$ cat src/rtl/flash_sample_streamer.sv
// Streams packed PCM words from the flash Avalon port into the codec write handshake,
// one attenuated mono sample at a time, with normal/fast/slow/pause rates and loop or one-shot playback.
module flash_sample_streamer #(
   parameter int unsigned ADDR_W           = 23,
   parameter int unsigned WORD_W           = 32,
   parameter int unsigned SAMPLE_W         = 16,
   parameter int unsigned SAMPLES_PER_WORD = 2,
   parameter int unsigned START_ADDR       = 0,
   parameter int unsigned END_ADDR         = 1048575,
   parameter int unsigned SHIFT            = 6,
   parameter int unsigned SLOW_REPEAT      = 2
) (
   input  logic                clk,
   input  logic                rst_n,
   input  logic                enable,
   input  logic [1:0]          mode,
   input  logic                loop,
   output logic                flash_mem_read,
   output logic [ADDR_W-1:0]   flash_mem_address,
   input  logic                flash_mem_waitrequest,
   input  logic [WORD_W-1:0]   flash_mem_readdata,
   input  logic                flash_mem_readdatavalid,
   input  logic                write_ready,
   output logic                write_s,
   output logic [SAMPLE_W-1:0] writedata_left,
   output logic [SAMPLE_W-1:0] writedata_right,
   output logic                done
);

   localparam int unsigned IDX_W = (SAMPLES_PER_WORD > 1) ? $clog2(SAMPLES_PER_WORD) : 1;
   localparam int unsigned CNT_W = $clog2(SLOW_REPEAT) + 1;

   localparam logic [1:0] MODE_NORMAL = 2'b00;
   localparam logic [1:0] MODE_FAST   = 2'b01;
   localparam logic [1:0] MODE_SLOW   = 2'b10;
   localparam logic [1:0] MODE_PAUSE  = 2'b11;

   typedef enum logic [2:0] {
      IDLE,
      REQ,
      WAIT_DATA,
      WAIT_READY,
      SEND,
      WAIT_ACCEPT,
      NEXT,
      DONE
   } state_t;

   state_t              state_q, state_d;
   logic [ADDR_W-1:0]   addr_q, addr_d;
   logic [WORD_W-1:0]   word_q, word_d;
   logic [IDX_W-1:0]    idx_q, idx_d;
   logic [CNT_W-1:0]    cnt_q, cnt_d;
   logic                haveWord_q, haveWord_d;
   logic                needNext_q, needNext_d;

   logic [IDX_W:0]      idxInc;
   logic [CNT_W-1:0]    cntInc;
   logic                lastSample;
   logic [IDX_W-1:0]    stepIdx;
   logic [CNT_W-1:0]    stepCnt;
   logic                stepWord;
   logic                stopReq;

   logic signed [SAMPLE_W-1:0] slice;
   logic signed [SAMPLE_W:0]   biased;
   logic [SAMPLE_W-1:0]        scaled;

   always_ff @(posedge clk or negedge rst_n) begin
      if (!rst_n) begin
         state_q    <= IDLE;
         addr_q     <= ADDR_W'(START_ADDR);
         word_q     <= '0;
         idx_q      <= '0;
         cnt_q      <= '0;
         haveWord_q <= 1'b0;
         needNext_q <= 1'b0;
      end else begin
         state_q    <= state_d;
         addr_q     <= addr_d;
         word_q     <= word_d;
         idx_q      <= idx_d;
         cnt_q      <= cnt_d;
         haveWord_q <= haveWord_d;
         needNext_q <= needNext_d;
      end
   end

   // Position after the current sample completes; pause advances like normal so a resume continues forward.
   always_comb begin
      idxInc     = {1'b0, idx_q} + (IDX_W+1)'(1);
      cntInc     = cnt_q + CNT_W'(1);
      lastSample = (idxInc == (IDX_W+1)'(SAMPLES_PER_WORD));
      stepIdx    = idx_q;
      stepCnt    = cnt_q;
      stepWord   = 1'b0;
      if (mode == MODE_FAST) begin
         stepIdx  = '0;
         stepCnt  = '0;
         stepWord = 1'b1;
      end else if ((mode == MODE_SLOW) && (cntInc < CNT_W'(SLOW_REPEAT))) begin
         stepCnt = cntInc;
      end else begin
         stepCnt = '0;
         if (lastSample) begin
            stepIdx  = '0;
            stepWord = 1'b1;
         end else begin
            stepIdx = idxInc[IDX_W-1:0];
         end
      end
      stopReq = !enable || (mode == MODE_PAUSE);
   end

   always_comb begin
      state_d    = state_q;
      addr_d     = addr_q;
      word_d     = word_q;
      idx_d      = idx_q;
      cnt_d      = cnt_q;
      haveWord_d = haveWord_q;
      needNext_d = needNext_q;
      case (state_q)
         IDLE: begin
            if (enable && (mode != MODE_PAUSE)) begin
               if (needNext_q) begin
                  needNext_d = 1'b0;
                  state_d    = NEXT;
               end else if (haveWord_q) begin
                  state_d = WAIT_READY;
               end else begin
                  state_d = REQ;
               end
            end
         end
         REQ: begin
            if (!flash_mem_waitrequest) begin
               state_d = WAIT_DATA;
            end
         end
         WAIT_DATA: begin
            if (flash_mem_readdatavalid) begin
               word_d     = flash_mem_readdata;
               idx_d      = '0;
               cnt_d      = '0;
               haveWord_d = 1'b1;
               state_d    = WAIT_READY;
            end
         end
         WAIT_READY: begin
            if (write_ready) begin
               state_d = SEND;
            end
         end
         SEND: begin
            state_d = WAIT_ACCEPT;
         end
         WAIT_ACCEPT: begin
            if (!write_ready) begin
               idx_d = stepIdx;
               cnt_d = stepCnt;
               if (stepWord) begin
                  haveWord_d = 1'b0;
               end
               if (stopReq) begin
                  needNext_d = stepWord;
                  state_d    = IDLE;
               end else if (stepWord) begin
                  state_d = NEXT;
               end else begin
                  state_d = WAIT_READY;
               end
            end
         end
         NEXT: begin
            haveWord_d = 1'b0;
            if (addr_q == ADDR_W'(END_ADDR)) begin
               if (loop) begin
                  addr_d  = ADDR_W'(START_ADDR);
                  state_d = REQ;
               end else begin
                  state_d = DONE;
               end
            end else begin
               addr_d  = addr_q + ADDR_W'(1);
               state_d = REQ;
            end
         end
         DONE: begin
            if (!enable) begin
               addr_d  = ADDR_W'(START_ADDR);
               state_d = IDLE;
            end
         end
         default: begin
            state_d = IDLE;
         end
      endcase
   end

   // Signed divide by 2**SHIFT rounding toward zero: bias negatives before the arithmetic shift.
   always_comb begin
      slice = '0;
      for (int i = 0; i < int'(SAMPLES_PER_WORD); i++) begin
         if (idx_q == IDX_W'(i)) begin
            slice = word_q[i*SAMPLE_W +: SAMPLE_W];
         end
      end
      biased = {slice[SAMPLE_W-1], slice}
             + (slice[SAMPLE_W-1] ? (SAMPLE_W+1)'((1 << SHIFT) - 1) : (SAMPLE_W+1)'(0));
      scaled = SAMPLE_W'(biased >>> SHIFT);
   end

   always_comb begin
      flash_mem_read  = 1'b0;
      write_s         = 1'b0;
      writedata_left  = '0;
      writedata_right = '0;
      done            = 1'b0;
      case (state_q)
         REQ: begin
            flash_mem_read = 1'b1;
         end
         WAIT_READY: begin
            writedata_left  = scaled;
            writedata_right = scaled;
         end
         SEND, WAIT_ACCEPT: begin
            write_s         = 1'b1;
            writedata_left  = scaled;
            writedata_right = scaled;
         end
         DONE: begin
            done = 1'b1;
         end
         default: begin
         end
      endcase
   end

   assign flash_mem_address = addr_q;

endmodule
$ cat config.mk
export PLATFORM = sky130hd
export DESIGN_NAME = flash_sample_streamer
export DESIGN_NICKNAME = d
export VERILOG_FILES = /design/src/rtl/flash_sample_streamer.sv
export SDC_FILE = /design/constraint.sdc
export NUM_CORES = 1
export LEC_CHECK = 0
export ABC_CLOCK_PERIOD_IN_PS = 4000
export CAP_MARGIN = 20
export CORE_ASPECT_RATIO = 1.1
export CORE_MARGIN = 3
export CORE_UTILIZATION = 36
export DETAILED_ROUTE_END_ITERATION = 8
export DONT_BUFFER_PORTS = 1
export HOLD_SLACK_MARGIN = 0.02
export SETUP_SLACK_MARGIN = 0.4
export SLEW_MARGIN = 15
export SYNTH_ARGS = -nofsm -noshare
export SYNTH_HDL_FRONTEND = slang
export SYNTH_SLANG_ARGS = --single-unit
$ cat constraint.sdc
create_clock -name clk -period 4 [get_ports clk]
set_clock_uncertainty 0.1 [all_clocks]
set_input_delay 0.4 -clock clk [delete_from_list [all_inputs] [get_ports clk]]
set_output_delay 0.4 -clock clk [all_outputs]
set_load 0.05 [all_outputs]
# Word level (Yosys, flattened, before mapping)
# Cells that the tools add are included.
[totals] elab_cells=98 register_bits=63 output_inout_bits=58
[op_classes] reduce_logical=18 n_eq_ne=23 muxes=45 n_addsub=4 order_cmp=1
[op_table] operator="$mux 23" count=3
[op_table] operator="$pmux 23 s2" count=1
[op_table] operator="$mux 3" count=11
[op_table] operator="$mux 16" count=2
[op_table] operator="$pmux 3 s8" count=1
[op_table] operator="$add 23x1->23 const B" count=1
[op_table] operator="$eq 23x20->1 const B" count=1
[op_table] operator="$ne 2x2->1 const B" count=9
[op_table] operator="$add 16x7->17" count=1
[op_table] operator="$mux 1" count=17
[op_table] operator="$eq 3x3->1 const B" count=4
[op_table] operator="$reduce_and 4->1" count=3
[op_table] operator="$mux 2" count=5
[op_table] operator="$eq 2x2->1 const B" count=3
[op_table] operator="$eq 3x2->1 const B" count=2
[op_table] operator="$mux 6" count=1
[op_table] operator="$ne 3x3->1 const B" count=2
[op_table] operator="$reduce_and 3->1" count=2
[op_table] operator="$reduce_and 6->1" count=1
[op_table] operator="$reduce_bool 2->1" count=3
[op_table] operator="$pmux 1 s2" count=2
[op_table] operator="$pmux 2 s2" count=1
[op_table] operator="$eq 3x1->1 const B" count=1
[op_table] operator="$logic_not 3->1" count=1
[op_table] operator="other kinds (12)" count=13

# Logic depth before layout (Yosys ltp)
# Gate-level depths: netlist (run 1).
[logic_depth] word_depth=9 depth_mapped=11 depth_no_buf=7

# Least setup slack after synthesis (run 1)
# No wires, ideal clock.
[synth_timing] kind="reg2out" start="register idx_q" end="output writedata_left[11]" setup_slack_ps=-1168 path_stages_with_launch=12 t_arrival_ps=4668 cell_sequence="dfrtp_1 buf_2 buf_1 buf_2 mux2_2 ha_1 a21oi_1 a21boi_0 o311ai_2 nor3_1 nor3_1 buf_4"
[synth_via] elab_chain_cells=4
[synth_lines] item="start: declaration" line_no="52" rtl="logic [IDX_W-1:0] idx_q, idx_d;"
[synth_lines] item="start signal: assignment" line_no="82" rtl="idx_q <= idx_d;"
[synth_lines] item="$mux 16 *" line_no="205" rtl="if (idx_q == IDX_W'(i)) begin"
[synth_lines] item="$mux 6" line_no="210" rtl="+ (slice[SAMPLE_W-1] ? (SAMPLE_W+1)'((1 << SHIFT) - 1) : (SAMPLE_W+1)'(0));"
[synth_lines] item="$add 16x7->17 *" line_no="210"
[synth_lines] item="$mux 16 *" line_no="220" rtl="case (state_q)"
[synth_lines] item="end: declaration" line_no="25" rtl="output logic [SAMPLE_W-1:0] writedata_left,"
# Mark *: on every way between the ends. The rest lies on a longest branch, timed or not.

# Final worst setup path (run 1)
[layout_timing] start="register idx_q" end="output writedata_left[9]"
# The elaborated chain is that of the path after synthesis.

==> results of run 1 <==
==> flip-flops by register name (all words and copies together), names as in the netlist <==
signal,cells
idx_q,1
haveWord_q,1
cnt_q,2
word_q,32
flash_mem_address,23
state_q,3
needNext_q,1
==> metal layers <==
metal | GRT usage (%) | part of all wire (%) | up-vias | routed length (µm)
met5 | 0 | 0 | - | 0
met4 | 4.287 | 1.2 | 0 | 112
met3 | 7.389 | 8.5 | 13 | 825
met2 | 28.34 | 51 | 107 | 4926
met1 | 19.01 | 39 | 1551 | 3821
li1 | - | - | 1571 | -
==> cell families after synthesis <==
family          Yosys count  share of synthesized area [%]
fa+ha+maj                 6                          1.951
buf+inv                  55                          8.033
flops                    63                          40.98
simple gates            228                          28.88
xor+xnor                  7                          1.594
mux                      16                          4.390
compound gates           82                          14.18
==> cells in the mapped netlist, types with 4 or more instances <==
cell type  count
nand2b_1       5
nand3_1       15
inv_1         10
a31oi_1        9
a21oi_1       19
o21ai_0       12
buf_4         23
mux2_2         7
a22o_1         4
nand4_1       14
xnor2_1        4
o21ai_1        4
a21boi_0       4
buf_2          7
nor2_1        25
ha_1           6
mux2i_1        9
or4_1          6
dfrtp_1       63
o31ai_1        4
clkbuf_1      13
nand2_1      118
a21o_1         4
and2_1         4
and3_1         9
nor3_1         8
==> what timing repair did <==
item / 4_1_cts / 5_1_grt
hold buffers: 2 / 0
setup endpoints to repair: 14 / 28
resized for setup: 2 / 6
pin swaps: 1 / 2
buffers inserted: 2 / 1
endpoints found under the hold margin: 63 / 0
==> worst register-to-register path: cells and delay by family (launching register included) <==
| kind | cells | cell delay, ns |
|---|---|---|
| and+or+nand+nor | 3 | 0.77 |
| DFF | 1 | 0.68 |
| AOI/OAI and AO/OA | 2 | 0.78 |
| adders and majority gates | 1 | 0.41 |
==> per-stage QoR <==
stage / cell area [µm²] / setup WS [ns] / hold slack (ns) / instances / total power, mW
floorplan: 4044 / 0.3480 / 0.004409 / 457 / 2.894
global route: 4428 / 0.4051 / 0.03212 / 595 / 3.993
CTS: 4399 / 0.3981 / 0.03142 / 594 / 3.747
detailed placement: 4180 / 0.5489 / 0.005973 / 575 / 3.210
global placement: 4180 / 0.6188 / 0.006330 / 575 / 3.158
finish: 4428 / 0.5688 / 0.05330 / 595 / 3.730
==> cell type report <==
cell class                 instances  share of cell area [%]
multi-input combinational        339                   47.95
sequential                        63                   35.63
timing repair buffer              28                   8.053
tap                              140                   3.956
clock buffer                      14                   3.447
inverter                          10                  0.8477
clock inverter                     1                  0.1130
==> how the worst max path moves through the flow <==
stage / slack, ns / to
global route: 0.41 / writedata_right[9]
floorplan: 0.35 / writedata_left[11]
detailed placement: 0.55 / writedata_left[12]
CTS: 0.40 / writedata_right[5]
global placement: 0.62 / writedata_left[12]
finish: 0.57 / writedata_left[9]
==> report_power, final <==
| group | internal, mW | switching [mW] |
|---|---|---|
| logic | 0.680 | 1.24 |
| clock network | 0.239 | 0.240 |
| registers | 0.865 | 0.463 |
| total | 1.78 | 1.95 |
==> flow_summary_export.csv, run 1 <==
group,metric,value,unit
logic_synthesis,synth_edf_count,0,
cts,clkTransAtPathRegs,0.07,ns
setup_path,worstReg2RegStart,"flash_mem_address[0]",
cts,cts_tree,"done",
logic_synthesis,seq_area_frac_synth,40.98,%
timing,slew_viol_final,0,
run,cap_violations,0,
timing,period_share,85.78,%
final_layout,fillers,1023,
cts,clockBufferDepth,2,
final_layout,n_antenna_cell,0,
power_and_ir_drop,leakage,1.975,nW
grt,grtUsageTotal,16.56,%
route,drc_errors,0,
setup_path,startpoint_type,"flop",
final_layout,multiInputGateArea,0.002123,mm²
setup_path,critical_path.startpoint,"idx_q",
setup_path,path_class,"reg -> out",
route,vias_per_cell,5.449,
setup_path,crit_family,"compound AO/OA/AOI/OAI gates",
final_layout,drive_gt1_share,15.38,%
grt,grt_max_degree,64,
logic_synthesis,yosysTopAreaCell,"dfrtp_1",
logic_synthesis,yosysUniqueCellTypes,56,
logic_synthesis,ys.flop_type,"dfrtp_1",
route,wire_per_inst,16.28,µm
timing,setup_viol,0,
setup_path,r2r_cells,6,
logic_synthesis,syn_avg_cell_area,8.419,µm²
power_and_ir_drop,ir_worst_vdd,363.2,µV
grt,antenna_found_initial,0,
logic_synthesis,synth_top_area_share,40.98,%
route,firstDrtPassIters,4,
logic_synthesis,ys_ff_latch,63,
floorplanning,ios,99,
route,drt_iter0_drc,131,
cts,cts_htree_levels,3,
setup_path,rrSetupSlack,1.13,ns
placed_design,routabilityCongestion,0.8245,
logic_synthesis,synth_area,0.003847,mm²
timing,worst_pin_slew,1.054,ns
route,vias,3242,
cts,insertion_delay,0.34,ns
cts,cts_made_buffers,9,
logic_synthesis,syn_nets,504,
timing,fin_crit,3.431,ns
timing,grt_setup_unrepaired,"false",
grt,grt_pass1_vias,3208,
timing,max_freq,291.4,MHz
setup_path,path_buf_inv,2,
final_layout,seq_area,0.001578,mm²
setup_path,crit_path_end_kind,"output port",
setup_path,path_max_fanout,9,
worst_hold_path,min_to,"word_q[0]",
logic_synthesis,yosys-top-cells-area,"dfrtp_1 41%, nand2_1 12%, buf_4 4.5%, a21oi_1 2.5%, nor2_1 2.4%",
grt,grt_pass1_wl,15970,µm
route,antenna_left,0,
floorplanning,chipWidth,104.6,µm
setup_path,arrival,2.93,ns
worst_hold_path,hp-start,"flash_mem_readdata[0]",
outcome,status,"finished, final reports clean",
floorplanning,row_count,38,
setup_path,path_cells,"buf_4, mux2_2, ha_4, nand4_1, a31oi_4, o311ai_4, o31ai_1, nor3b_4, buf_12",
final_layout,final_cell_mix,"118 x nand2_1, 62 x dfrtp_1, 21 x nor2_1",
power_and_ir_drop,power.density,842.5,mW/mm²
final_layout,post-route-util,43.72,%
floorplanning,initial_utilization,37.99,%
final_layout,area_growth,15.09,%
final_layout,final_nets,498,
timing,max_slew_margin,29.76,%
worst_hold_path,hold_class,"in -> reg",
timing,finalHoldViolCount,0,
route,totalWireLength,9686,µm
grt,grt_overflow,0,
timing,tns,0,ns
final_layout,layout_commonest_cell,"nand2_1",
logic_synthesis,async_flop_share,100.0,%
worst_hold_path,min_path_cells,2,
setup_path,path_depth,9,
logic_synthesis,syn_inst,457,
cts,cts.sinks,63,
floorplanning,core,0.01013,mm²
logic_synthesis,ys_warn_count,0,
placed_design,hpwl,6918,µm
setup_path,critPathSlowestCell,"dfrtp_2",
setup_path,cpPeakStageDelay,0.44,ns
setup_path,worstPathRequired,3.50,ns
setup_path,r2r_end,"flash_mem_address[15]",
placed_design,portBuffers,0,
floorplanning,dieArea,0.01197,mm²
cts,cts_root_buffer,"clkbuf_8",
floorplanning,die_y,114.4,µm
Power figures use the tool's default switching activity.
==> run 2, diff against run 1 <==
--- a/config.mk
+++ b/config.mk
@@ -7,12 +7,15 @@
 export LEC_CHECK = 0
 export ABC_CLOCK_PERIOD_IN_PS = 4000
 export CAP_MARGIN = 20
+export CELL_PAD_IN_SITES_DETAIL_PLACEMENT = 0
+export CELL_PAD_IN_SITES_GLOBAL_PLACEMENT = 1
 export CORE_ASPECT_RATIO = 1.1
 export CORE_MARGIN = 3
 export CORE_UTILIZATION = 36
 export DETAILED_ROUTE_END_ITERATION = 8
 export DONT_BUFFER_PORTS = 1
 export HOLD_SLACK_MARGIN = 0.02
+export PLACE_DENSITY_LB_ADDON = 0.1
 export SETUP_SLACK_MARGIN = 0.4
 export SLEW_MARGIN = 15
 export SYNTH_ARGS = -nofsm -noshare
==> flow_summary_export.csv, run 2 (same netlist as run 1, synthesis figures left out) <==
group,metric,value,unit
outcome,status,"finished, final reports clean",
route,wire_per_inst,16.91,µm
floorplanning,core,0.01013,mm²
final_layout,final_nets,495,
route,vias_per_cell,5.388,
route,vias,3195,
final_layout,post-route-util,44.29,%
grt,antenna_found_initial,0,
final_layout,instances_no_fill,593,
grt,grt_pass1_vias,3249,
final_layout,final_cell_mix,"118 x nand2_1, 62 x dfrtp_1, 21 x nor2_1",
cts,clkTransAtPathRegs,0.07,ns
setup_path,critical_path.startpoint,"idx_q",
final_layout,layout_commonest_cell,"nand2_1",
timing,period_share,86.28,%
cts,cts.sinks,63,
worst_hold_path,hp-start,"flash_mem_readdata[13]",
run,cap_violations,0,
timing,max_freq,289.8,MHz
floorplanning,row_count,38,
power_and_ir_drop,ir_worst_vdd,338.6,µV
route,totalWireLength,10030,µm
route,route.top_layer_used,"met4",
timing,grt_setup_unrepaired,"false",
final_layout,drive_gt1_share,15.45,%
cts,clockBufferDepth,2,
route,drc_errors,0,
timing,slew_viol_final,0,
setup_path,startpoint_type,"flop",
setup_path,worstReg2RegStart,"flash_mem_address[0]",
timing,finalHoldViolCount,0,
power_and_ir_drop,power.density,867.7,mW/mm²
timing,worst_pin_slew,0.9138,ns
setup_path,path_max_fanout,8,
timing,max_slew_margin,38.86,%
placed_design,portBuffers,0,
setup_path,worstPathRequired,3.50,ns
route,dr_wl_met2,4964,µm
timing,tns,0,ns
timing,fin_crit,3.451,ns
grt,grtUsageTotal,17.49,%
final_layout,area_growth,16.59,%
route,wl_met3,547,µm
floorplanning,initial_utilization,37.99,%
timing,setup_viol,0,
worst_hold_path,hold_class,"in -> reg",
setup_path,crit_path_end_kind,"output port",
route,drt_iter0_drc,108,
floorplanning,dieArea,0.01197,mm²
grt,grt_max_degree,64,
floorplanning,chipWidth,104.6,µm
route,antenna_left,0,
final_layout,fillers,1014,
cts,cts_made_buffers,9,
cts,cts_root_buffer,"clkbuf_8",
placed_design,routabilityCongestion,0.7817,
final_layout,top_register,"word_q",
timing,hold_slack,0.05562,ns
floorplanning,ios,99,
cts,cts_tree,"done",
grt,grt_pass1_wl,16730,µm
final_layout,n_antenna_cell,0,
final_layout,largest_reg_flops,32,
power_and_ir_drop,leakage,1.999,nW
floorplanning,die_y,114.4,µm
route,firstDrtPassIters,4,
cts,insertion_delay,0.35,ns
grt,grt_overflow,0,
placed_design,hpwl,7128,µm
setup_path,arrival,2.95,ns
cts,cts_htree_levels,3,
setup_path,path_class,"reg -> out",
route,met1Wirelength,4288,µm
placed_design,dp_cells,572,
## run 2: changes by cell type in the layout (fill, tap and decap cells not counted), moves of 2 or more
cell	before	now
buf_4	16	12
bufinv_16	0	2
buf_12	8	6
clkbuf_1	4	1
## run 2: metal layers
metal / GRT usage (%) / up-vias
met4: 7.262 / 0
met5: 0 / -
met2: 29.59 / 87
li1: - / 1567
met1: 21.31 / 1519
met3: 4.569 / 22
## run 2: cell type report
class | count | area [µm²] | area share (%)
clock inverter | 5 | 81.33 | 1.813
clock buffer | 11 | 141.4 | 3.152
tap | 140 | 175.2 | 3.905
inverter | 10 | 37.54 | 0.8368
sequential | 63 | 1578 | 35.17
multi-input combinational | 339 | 2122 | 47.31
timing repair buffer | 25 | 350.3 | 7.810
## run 2: worst paths after layout
kind,to,slack (ns),depth (start not counted)
setup / recovery,writedata_left[13],0.55,10
hold / removal,word_q[13],0.06,2
setup reg to reg,flash_mem_address[15],1.05,6
hold reg to reg,word_q[6],0.38,2
max in group asynchronous,idx_q,3.03,2
min in group asynchronous,flash_mem_address[1],0.48,2
## run 2: through the flow
stage	setup slack (ns)	power, mW	instance area (µm²)
after detailed placement	0.4992	3.232	4170
after floorplan	0.3480	2.894	4044
after global placement	0.5868	3.204	4170
after CTS	0.4069	3.925	4466
final	0.5489	3.892	4486
after global routing	0.4111	4.168	4486
## run 2: power breakdown
group,internal (mW),switching [mW]
clock network,0.368,0.268
registers,0.864,0.460
logic,0.681,1.25
## run 2: repair_timing
action / 4_1_cts / 5_1_grt
endpoints found under the setup margin: 14 / 8
hold buffers: 2 / 0
gates resized for setup: 4 / 4
pin swaps: 1 / 3
hold endpoints to repair: 63 / 0
setup buffers: 2 / 0
## run 2: worst max-delay path: stages (launching register included)
cell and delay (ns):
dfrtp_2 0.44, buf_4 0.16, mux2_4 0.31, ha_4 0.22, nand4b_1 0.12, a31oi_4 0.13, o311ai_4 0.35, nor3_4 0.09
nor3_4 0.16, clkbuf_16 0.38, buf_16 0.25
==> run 3, diff against run 2 <==
==> constraint.sdc (replaced) <==
create_clock -name clk -period 4 [get_ports clk]
set_clock_uncertainty 0.1 [all_clocks]
set_input_delay 0.8 -clock clk [delete_from_list [all_inputs] [get_ports clk]]
set_output_delay 0.8 -clock clk [all_outputs]
set_load 0.05 [all_outputs]
==> flow_summary_export.csv, run 3 (same netlist as run 1, synthesis figures left out) <==
group,metric,value,unit
cts,cts_tree,"done",
setup_path,path_max_fanout,8,
final_layout,largest_reg_flops,32,
setup_path,cpPeakStageDelay,0.40,ns
final_layout,drive_gt1_share,19.13,%
setup_path,path_class,"reg -> out",
outcome,status,"finished, final reports clean",
cts,cts_made_buffers,9,
floorplanning,ios,99,
floorplanning,chipWidth,104.6,µm
placed_design,portBuffers,0,
timing,finalHoldViolCount,0,
power_and_ir_drop,ir_worst_vdd,395.2,µV
route,wire_per_inst,17.25,µm
power_and_ir_drop,leakage,2.055,nW
grt,grt_overflow,0,
setup_path,path_cells,"buf_6, mux2_4, ha_1, nand4_1, a31oi_4, o311ai_4, buf_6, buf_6, nor4_4, nor3b_4, buf_12",
setup_path,r2r_cells,6,
grt,grtUsageTotal,18.25,%
route,drt_iter0_drc,115,
setup_path,rrSetupSlack,1.07,ns
timing,fin_crit,3.719,ns
cts,cts.sinks,63,
grt,grt_max_degree,39,
route,vias,3191,
final_layout,post-route-util,45.95,%
cts,insertion_delay,0.35,ns
final_layout,final_nets,502,
setup_path,worstReg2RegStart,"flash_mem_address[1]",
timing,worst_pin_slew,1.087,ns
timing,setup_viol,0,
floorplanning,core,0.01013,mm²
setup_path,critPathSlowestCell,"dfrtp_1",
timing,max_slew_margin,27.52,%
timing,slew_viol_final,0,
setup_path,arrival,2.82,ns
setup_path,crit_path_end_kind,"output port",
timing,max_freq,268.9,MHz
final_layout,layout_commonest_cell,"nand2_1",
floorplanning,initial_utilization,37.99,%
cts,cts_root_buffer,"clkbuf_8",
route,totalWireLength,10350,µm
timing,period_share,92.97,%
power_and_ir_drop,power.density,863.4,mW/mm²
setup_path,path_depth,11,
floorplanning,die_y,114.4,µm
route,firstDrtPassIters,7,
cts,cts_htree_levels,3,
final_layout,fillers,1026,
final_layout,top_register,"word_q",
setup_path,startpoint_type,"flop",
route,antenna_left,0,
final_layout,final_cell_mix,"118 x nand2_1, 63 x dfrtp_1, 20 x nor2_1",
setup_path,cpMostUsedCell,"buf_6",
setup_path,crit_family,"buffers and inverters",
floorplanning,row_count,38,
grt,grt_pass1_wl,17260,µm
placed_design,routabilityCongestion,0.7839,
final_layout,n_antenna_cell,0,
route,drc_errors,0,
setup_path,crit_path_end,"writedata_right[9]",
placed_design,hpwl,7059,µm
run,cap_violations,0,
setup_path,worstPathRequired,3.10,ns
timing,tns,0,ns
floorplanning,dieArea,0.01197,mm²
route,vias_per_cell,5.318,
setup_path,path_buf_inv,4,
cts,clkTransAtPathRegs,0.07,ns
worst_hold_path,hold_class,"in -> async",
timing,hold_slack,0.04238,ns
setup_path,r2r_end,"flash_mem_address[15]",
grt,antenna_found_initial,0,
setup_path,critical_path.startpoint,"idx_q",
cts,clockBufferDepth,2,
final_layout,area_growth,20.94,%
timing,grt_setup_unrepaired,"true",
grt,grt_pass1_vias,3339,
==> run 3: changes by cell type in the layout (fill, tap and decap cells not counted), sizes merged <==
cell	delta
dlygate4sd3	-1
buf	+10
clkinvlp	+1
clkbuf	-3
==> run 3: final cells by class <==
cell class / count / area (µm²) / share of cell area, %
multi-input cells: 339 / 2208 / 47.46
flip-flops and latches: 63 / 1577 / 33.88
repair buffers: 32 / 442.9 / 9.519
well taps: 140 / 175.2 / 3.764
clock buffers: 10 / 127.6 / 2.743
clock inverters: 6 / 85.08 / 1.828
inverters: 10 / 37.54 / 0.8067
==> run 3: per-stage QoR <==
step / power [mW] / worst slack [ns] / cells / cell area [µm²]
5_1_grt: 4.294 / 0.1308 / 600 / 4653
4_1_cts: 4.042 / 0.2624 / 599 / 4633
3_3_place_gp: 3.284 / 0.3799 / 574 / 4253
6_report: 4.018 / 0.2811 / 600 / 4653
3_5_place_dp: 3.316 / 0.2936 / 574 / 4253
2_1_floorplan: 2.943 / -0.04903 / 457 / 4088
==> run 3: report_power, final <==
group / leakage, nW / total, mW / internal (mW) / switching [mW]
Sequential: 0.792 / 1.32 / 0.863 / 0.454
Combinational: 1.16 / 2.09 / 0.768 / 1.32
Clock: 0.102 / 0.614 / 0.349 / 0.266
Total: 2.06 / 4.02 / 1.98 / 2.04
==> run 3: worst min-delay path by stage <==
stage / endpoint / from / cells past startpoint
2_1_floorplan: word_q[13] / word_q[13] / 2
3_3_place_gp: word_q[22] / word_q[22] / 2
3_5_place_dp: word_q[21] / word_q[21] / 2
4_1_cts: needNext_q / rst_n / 0
5_1_grt: word_q[8] / rst_n / 0
6_report: word_q[22] / rst_n / 0
==> run 3: repair_timing <==
action,CTS,global route
setup endpoints to repair,30,30
pin swaps,8,2
hold endpoints to repair,26,23
buffers inserted,8,0
hold buffers,1,1
resized for setup,18,0
==> run 3: layer usage <==
layer / share of wire, % / wire length (µm) / vias to the layer above / track usage (%)
li1: - / - / 1576 / -
met1: 43 / 4441 / 1523 / 22.20
met2: 50 / 5203 / 80 / 31.14
met3: 5.2 / 539 / 12 / 5.020
met4: 1.6 / 165 / 0 / 6.737
met5: 0 / 0 / - / 0
